==> src/rtl/tone_sample_gen_pkg.sv <==
// tone_sample_gen_pkg: shared audio constants and the tone player state type.
package tone_sample_gen_pkg;
  localparam int DATA_W = 24;
  localparam logic [23:0] AMPLITUDE = 24'h200000;
  typedef enum logic {IDLE, PLAY} state_t;
endpackage

==> src/rtl/tone_sample_gen_square_osc.sv <==
// square_osc: half-period phase counter; polarity 0 is the positive half, 1 the negative half.
module square_osc (
  input  logic        clk,
  input  logic        resetn,
  input  logic        load,
  input  logic        step,
  input  logic [15:0] half_period,
  output logic        polarity
);
  logic [15:0] phase_cnt;
  logic        wrap;
  assign wrap = phase_cnt == half_period - 16'd1;
  always_ff @(posedge clk or negedge resetn) begin
    if (!resetn) begin
      phase_cnt <= '0;
      polarity  <= 1'b0;
    end else if (load) begin
      phase_cnt <= '0;
      polarity  <= 1'b0;
    end else if (step) begin
      phase_cnt <= wrap ? '0 : phase_cnt + 16'd1;
      polarity  <= polarity ^ wrap;
    end
  end
endmodule

==> src/rtl/tone_sample_gen.sv <==
// tone_sample_gen: square-wave tone player feeding signed samples to the CODEC write handshake.
module tone_sample_gen #(
  parameter int               DATA_W    = tone_sample_gen_pkg::DATA_W,
  parameter logic [DATA_W-1:0] AMPLITUDE = tone_sample_gen_pkg::AMPLITUDE
) (
  input  logic              clk,
  input  logic              resetn,
  input  logic              note_valid,
  output logic              note_ready,
  input  logic [15:0]       note_half_period,
  input  logic [15:0]       note_len,
  input  logic [2:0]        volume,
  input  logic              mute,
  input  logic              write_ready,
  output logic              write,
  output logic [DATA_W-1:0] writedata_left,
  output logic [DATA_W-1:0] writedata_right,
  output logic              busy
);
  import tone_sample_gen_pkg::*;
  state_t            state, state_nx;
  logic [15:0]       half_period, remaining;
  logic              accept, strobe, step, last, polarity;
  logic [DATA_W-1:0] mag, sample;
  assign note_ready = state == IDLE;
  assign busy       = state == PLAY;
  assign accept     = note_valid & note_ready;
  // Never strobe two cycles in a row, so the CODEC always sees a gap.
  assign strobe     = write_ready & ~write;
  assign step       = strobe & busy & |half_period;
  assign last       = strobe & busy & (remaining == 16'd1);
  assign mag        = AMPLITUDE >> volume;
  assign writedata_right = writedata_left;
  always_comb begin
    state_nx = state;
    sample   = (busy & ~mute & |half_period) ? (polarity ? -mag : mag) : '0;
    if (accept && |note_len) state_nx = PLAY;
    if (last) state_nx = IDLE;
  end
  always_ff @(posedge clk or negedge resetn) begin
    if (!resetn) begin
      state          <= IDLE;
      half_period    <= '0;
      remaining      <= '0;
      write          <= 1'b0;
      writedata_left <= '0;
    end else begin
      state <= state_nx;
      write <= strobe;
      if (strobe) writedata_left <= sample;
      if (accept) begin
        half_period <= note_half_period;
        remaining   <= note_len;
      end else if (strobe && busy) begin
        remaining <= remaining - 16'd1;
      end
    end
  end
  square_osc u_osc (
    .clk        (clk),
    .resetn     (resetn),
    .load       (accept),
    .step       (step),
    .half_period(half_period),
    .polarity   (polarity)
  );
endmodule
==> config.mk <==
export PLATFORM = sky130hd
export DESIGN_NAME = tone_sample_gen
export DESIGN_NICKNAME = d
export VERILOG_FILES = /design/src/rtl/tone_sample_gen_pkg.sv /design/src/rtl/tone_sample_gen_square_osc.sv /design/src/rtl/tone_sample_gen.sv
export SDC_FILE = /design/constraint.sdc
export NUM_CORES = 1
export LEC_CHECK = 0
export ABC_AREA = 1
export CAP_MARGIN = 20
export CELL_PAD_IN_SITES_DETAIL_PLACEMENT = 1
export CELL_PAD_IN_SITES_GLOBAL_PLACEMENT = 1
export CORE_MARGIN = 10
export CORE_UTILIZATION = 41
export CTS_BUF_LIST = sky130_fd_sc_hd__clkbuf_4 sky130_fd_sc_hd__clkbuf_8
export CTS_CLUSTER_SIZE = 10
export DETAILED_ROUTE_END_ITERATION = 8
export GPL_ROUTABILITY_DRIVEN = 0
export PLACE_DENSITY_LB_ADDON = 0.1
export SLEW_MARGIN = 10
export SYNTH_ARGS = -nofsm -noshare
export SYNTH_HDL_FRONTEND = slang
export SYNTH_SLANG_ARGS = --single-unit
export TNS_END_PERCENT = 30
==> constraint.sdc <==
create_clock -name clk -period 2.9 [get_ports clk]
set_clock_uncertainty 0.1 [all_clocks]
set_input_delay 0.58 -clock clk [delete_from_list [all_inputs] [get_ports clk]]
set_output_delay 0.58 -clock clk [all_outputs]
set_load 0.03 [all_outputs]
Yosys cells after proc, flatten, opt, wreduce, memory -nomap -nowiden --
Cells that the tools add are included.
Cells by class: shift operators 1, mux-type cells 11, add/subtract/negate cells 4, reductions and logical operators 7, equality and inequality tests 2, bitwise gates (word level) 11
Operator list (number):
- 2-to-1 mux 16 bit | 5
- 2-to-1 mux 24 bit | 2
- OR reduction 16 bit | 2
- subtractor 16 x 1 -> 16 bit, second input constant | 2
- negation 24 bit | 1
- >> shifter 22 x 3 -> 24 bit, first input constant | 1
- adder 16 x 1 -> 16 bit, second input constant | 1
- == test 16 x 1 -> 1 bit, second input constant | 1
- == test 16 bit | 1
- AND 1 bit | 7
- nonzero test 2 bit | 3
- 2-to-1 mux 1 bit | 4
- NOT 1 bit | 3
- logical AND 1 bit | 2
- XOR 1 bit | 1
Storage, ports and cells: output and inout port bits 51, bits in registers 75, word-level logic and storage cells 43, input bits 40

Depth between registers and ports, before layout --
word-level depth 6, mapped depth 15, gate-level depth less buffers 15

Modules after synthesis --
A second synthesis with hierarchy kept.
Unflattened totals: cell total of the unflattened synthesis 664, area, all modules 4581.9 um^2
By module, submodules not included:
- tone_sample_gen | area each 2792.7 um^2, cells an instance 384, instances 1, seq. area each 1101.1 um^2
- square_osc | area each 1789.2 um^2, cells an instance 280, instances 1, seq. area each 425.4 um^2

Worst setup path before layout --
OpenSTA, ideal clock, no wires.
path type register -> register, start point register state, in the netlist busy, end point register half_period[6], clock period less this slack 1988 ps, buffers on the path 2, setup time 133 ps, stages on the path, launching flop included 7, setup slack 912 ps, data required time 2667 ps, arrival 1755 ps, path through dfrtp_1 -> inv_1 -> nand2_1 -> inv_1 -> clkbuf_1 -> clkbuf_1 -> o21ai_0
On the way: word-level cells in the longest chain between the ends 2
RTL lines:
- start, declared | line tone_sample_gen.sv:21 | state_t state, state_nx;
- start signal, assigned | line tone_sample_gen.sv:48 | state <= state_nx;
- NOT 1 bit | line tone_sample_gen.sv:25 | assign note_ready = state == IDLE;
- named net note_ready | line tone_sample_gen.sv:9 | output logic note_ready,
- AND 1 bit | line tone_sample_gen.sv:27 | assign accept = note_valid & note_ready;
- end signal, assigned | line tone_sample_gen.sv:52 | half_period <= note_half_period;
- end, declared | line tone_sample_gen.sv:22 | logic [15:0] half_period, remaining;
The timed path passes the listed nets, and every way through them passes these cells. A chain may end at the register's enable or synchronous reset.

Worst setup path in the final report --
start point register half_period[0], end point register u_osc.phase_cnt[9]
On the way: word-level cells in the longest chain between the ends 5
RTL lines:
- subtractor 16 x 1 -> 16 bit | line tone_sample_gen_square_osc.sv:12 | assign wrap = phase_cnt == half_period - 16'd1;
- == test 16 bit | line tone_sample_gen_square_osc.sv:12
- 2-to-1 mux 16 bit | line tone_sample_gen_square_osc.sv:21 | phase_cnt <= wrap ? '0 : phase_cnt + 16'd1;
- 2-to-1 mux 16 bit | line tone_sample_gen_square_osc.sv:20 | end else if (step) begin
- 2-to-1 mux 16 bit | line tone_sample_gen_square_osc.sv:17 | end else if (load) begin
- end signal, assigned | line tone_sample_gen_square_osc.sv:21
- end, declared | line tone_sample_gen_square_osc.sv:10 | logic [15:0] phase_cnt;
Several ways; a longest one is shown, not always the timed one. The select of a mux whose other input is x is not followed.

==> metrics.md <==
| Metric | Value |
|---|---|
| Layout cell share with drive strength beyond 1 | 9.42% |
| Max incr delay on CP | 0.42 ns |
| Detail Route Antenna Nets | 0 |
| Most frequent cells in the layout | nand2_1, dfrtp_1, clkdlybuf4s50_1 |
| Max H-tree Level | 3 |
| DIE WIDTH | 124 microns |
| Unique masters post-synth | 45 |
| Largest net degree at the start of global routing | between 60 and 70 |
| PD cells | 796 nW/um^2 |
| Clock Latency Late Sink | between 0.3 and 0.4 ns |
| RSZ-0062 raised after global routing | no |
| Crit Path Max Fanout | 13 |
| Synth Register Bits | just over 60 |
| Commonest non-fill, non-tap cell in the layout | nand2_1 |
| Post-Layout Cell Count | 805 |
| Pleak | about 2.5 nW |
| IO Port Bufs | 62 |
| Initial antenna violation count | 0 |
| Final hold viol count | 0 |
| Vias per inst | ~5 |
| DRC Markers | 0 |
| Vias in the first global route | 4207 |
| Router iterations before antenna repair | 5 |
| Setup-failing EPs final | 0 |
| Diode count | 0 |
| Slew @ Worst Pin | a little over 0.8 ns |
| Area leader, netlist | dfrtp_1 |
| Initial Util | 42.3% |
| Synthesized area per cell | between 7 and 8 sq um |
| # rows | 37 |
| Synth Flop Type | dfrtp_1 |
| Final worst path period need | ~2.3 ns |
| Final Core Density | between 40% and 50% |
| Post-Syn Area | about 4400 sq um |
| Core area | around 10000 sq um |
| Outcome | complete, no violations |
| Worst endpoint required time | 3.02 ns |
| NumNets Final | roughly 700 |
| Via Count | between 4000 and 5000 |
| Relative slew slack | a little under half |
| Area Growth Syn to Fin | 18.2% |
| Mapped Cells | slightly above 600 |
| Sequential share of the synthesized area | about a third |
| Die Span Y | around 120 microns |
| Arrival time at the worst endpoint | 2.46 ns |
| Max-Cap Viols | 0 |
| Die area | 15300 sq um |
| Gr usage total | ~17% |
| Ys async rst share | 100% |
| Total clock sinks | between 60 and 70 |
| I/O pin total | 91 |
| Startpoint Class | flip-flop |
| Synth top area cells | dfrtp_1, nand2_1, buf_4, inv_1, nor2_1 |
| DP Cell Count | slightly below 800 |
| Worst setup path category | reg -> reg |
| Post-synth EDFFs | 0 |
| Final setup margin | 0.569 ns |
| First-pass GRT wire length | 21.2 mm |
| Clk buf depth | 2 |
| Aggregate routed wire length | roughly 13 mm |
| Grt ovf | 0 |
| CTS tree | built |
| Final HPWL DP | between 10 and 15 mm |
| Crit-path cells | inv_2, ha_1, nand2_2, nor2_8, nand2_4, nor2_4, a21oi_4, inv_2, nand2_2, buf_4, nand4_1, nand2_1 |
| WL/cell | approximately 16 microns |
| Hold buffer count at CTS | 0 |
| Worst slack at placement | 0.262 ns |
| Root Driver | clkbuf_8 |
| Inserted Clock Buffers | 9 |
| Max Slew Vio Count | 0 |
| Post-CTS setup buffer count | 0 |
| Period utilisation layout | 80.4% |
| Post-CTS resize count | 0 |
| Setup crit end kind | flip-flop |
| Max Fclk | between 0.4 and 0.5 GHz |
| Warnings from Yosys | 0 |
| Critical-path top delay cell | dfrtp_1 |
| HP Class | in -> async |
| Worst vdd ir | 0.337 mV |
| CTS clk-pin slew, worst paths | around 0.070 ns |
| Post-synth top area share | 34.7% |
| DRT iter0 DRCs | 213 |
| Setup TNS | 0 ns |
## where the power goes
group | leakage [nW] | switching (mW) | internal [mW]
Combinational | 1.66 | 1.16 | 0.685
Sequential | 0.779 | 0.314 | 1.12
Clock | 0.109 | 0.355 | 0.511
## cell type report
class / count / area (sq um)
Inverter: 63 / 236
Tap cell: 136 / 170
Clock buffer: 11 / 145
Multi-Input combinational cell: 460 / 2380
Timing Repair Buffer: 70 / 676
Clock inverter: 4 / 72.6
Sequential cell: 61 / 1530
Fill cell: 1356 / 5210
## worst max-delay path, delay by kind of cell, from the launching register on
kind | cells | cell delay (ns)
simple gates | 7 | 0.90
buf+inv | 3 | 0.45
flops | 1 | 0.42
fa+ha+maj | 1 | 0.26
compound gates | 1 | 0.09
## layer usage
metal	vias up	share of wire (%)	GRT usage (%)
met3	13	4.0	2.13
met4	0	1.1	4.37
li1	2003	-	-
met2	80	47	28.0
met1	1993	47	23.1
met5	-	0	0
## logic make-up (layout without fill, tap and decap cells)
group | Yosys count | after routing | share of synthesized area [%]
compound gates | 68 | 68 | 9.55
xor+xnor | 32 | 32 | 6.87
flops | 61 | 61 | 34.7
fa+ha+maj | 5 | 5 | 1.42
buf+inv | 116 | 148 | 13.6
other cells | 1 | 28 | 0.0851
simple gates | 327 | 327 | 33.8
## state kept, by name, indices dropped and copies added, names as in the netlist
name / count
write: 1
half_period: 16
writedata_left: 10
u_osc.polarity: 1
u_osc.phase_cnt: 16
remaining: 16
busy: 1
## final timing paths
path / depth (start not counted) / slack [ns] / startpoint / end
max: 12 / 0.57 / half_period[0] / u_osc.phase_cnt[9]
min: 2 / 0.32 / resetn / writedata_left[19]
max reg2reg: 12 / 0.57 / half_period[0] / u_osc.phase_cnt[9]
min reg2reg: 2 / 0.44 / remaining[13] / remaining[13]
max in group asynchronous: 2 / 1.84 / resetn / half_period[15]
min in group clk: 2 / 0.44 / remaining[13] / remaining[13]
## cell usage after synthesis (3+ instances only)
master / number
a21oi_2: 4
buf_4: 38
clkbuf_1: 10
dfrtp_1: 61
ha_1: 5
inv_1: 55
inv_2: 7
nand2_1: 179
nand2_2: 8
nand3_1: 38
nand3b_1: 5
nand4_1: 14
nor2_1: 52
nor2_2: 6
nor2_4: 3
nor3_1: 8
nor4_1: 5
o211ai_1: 5
o21ai_0: 37
o21ai_1: 6
o221ai_1: 6
xnor2_1: 10
xor2_1: 19
xor2_2: 3
## metrics by stage
step                      hold slack [ns]  instance area (sq um)  power, mW
final                               0.319                   5200       4.14
after global routing                0.396                   5200       4.49
after CTS                           0.353                   5200       4.18
after detailed placement            0.425                   4990       3.30
after global placement              0.413                   4990       3.20
after floorplan                     0.184                   4510       2.78
Note: power is estimated with default switching activity, not from simulation.
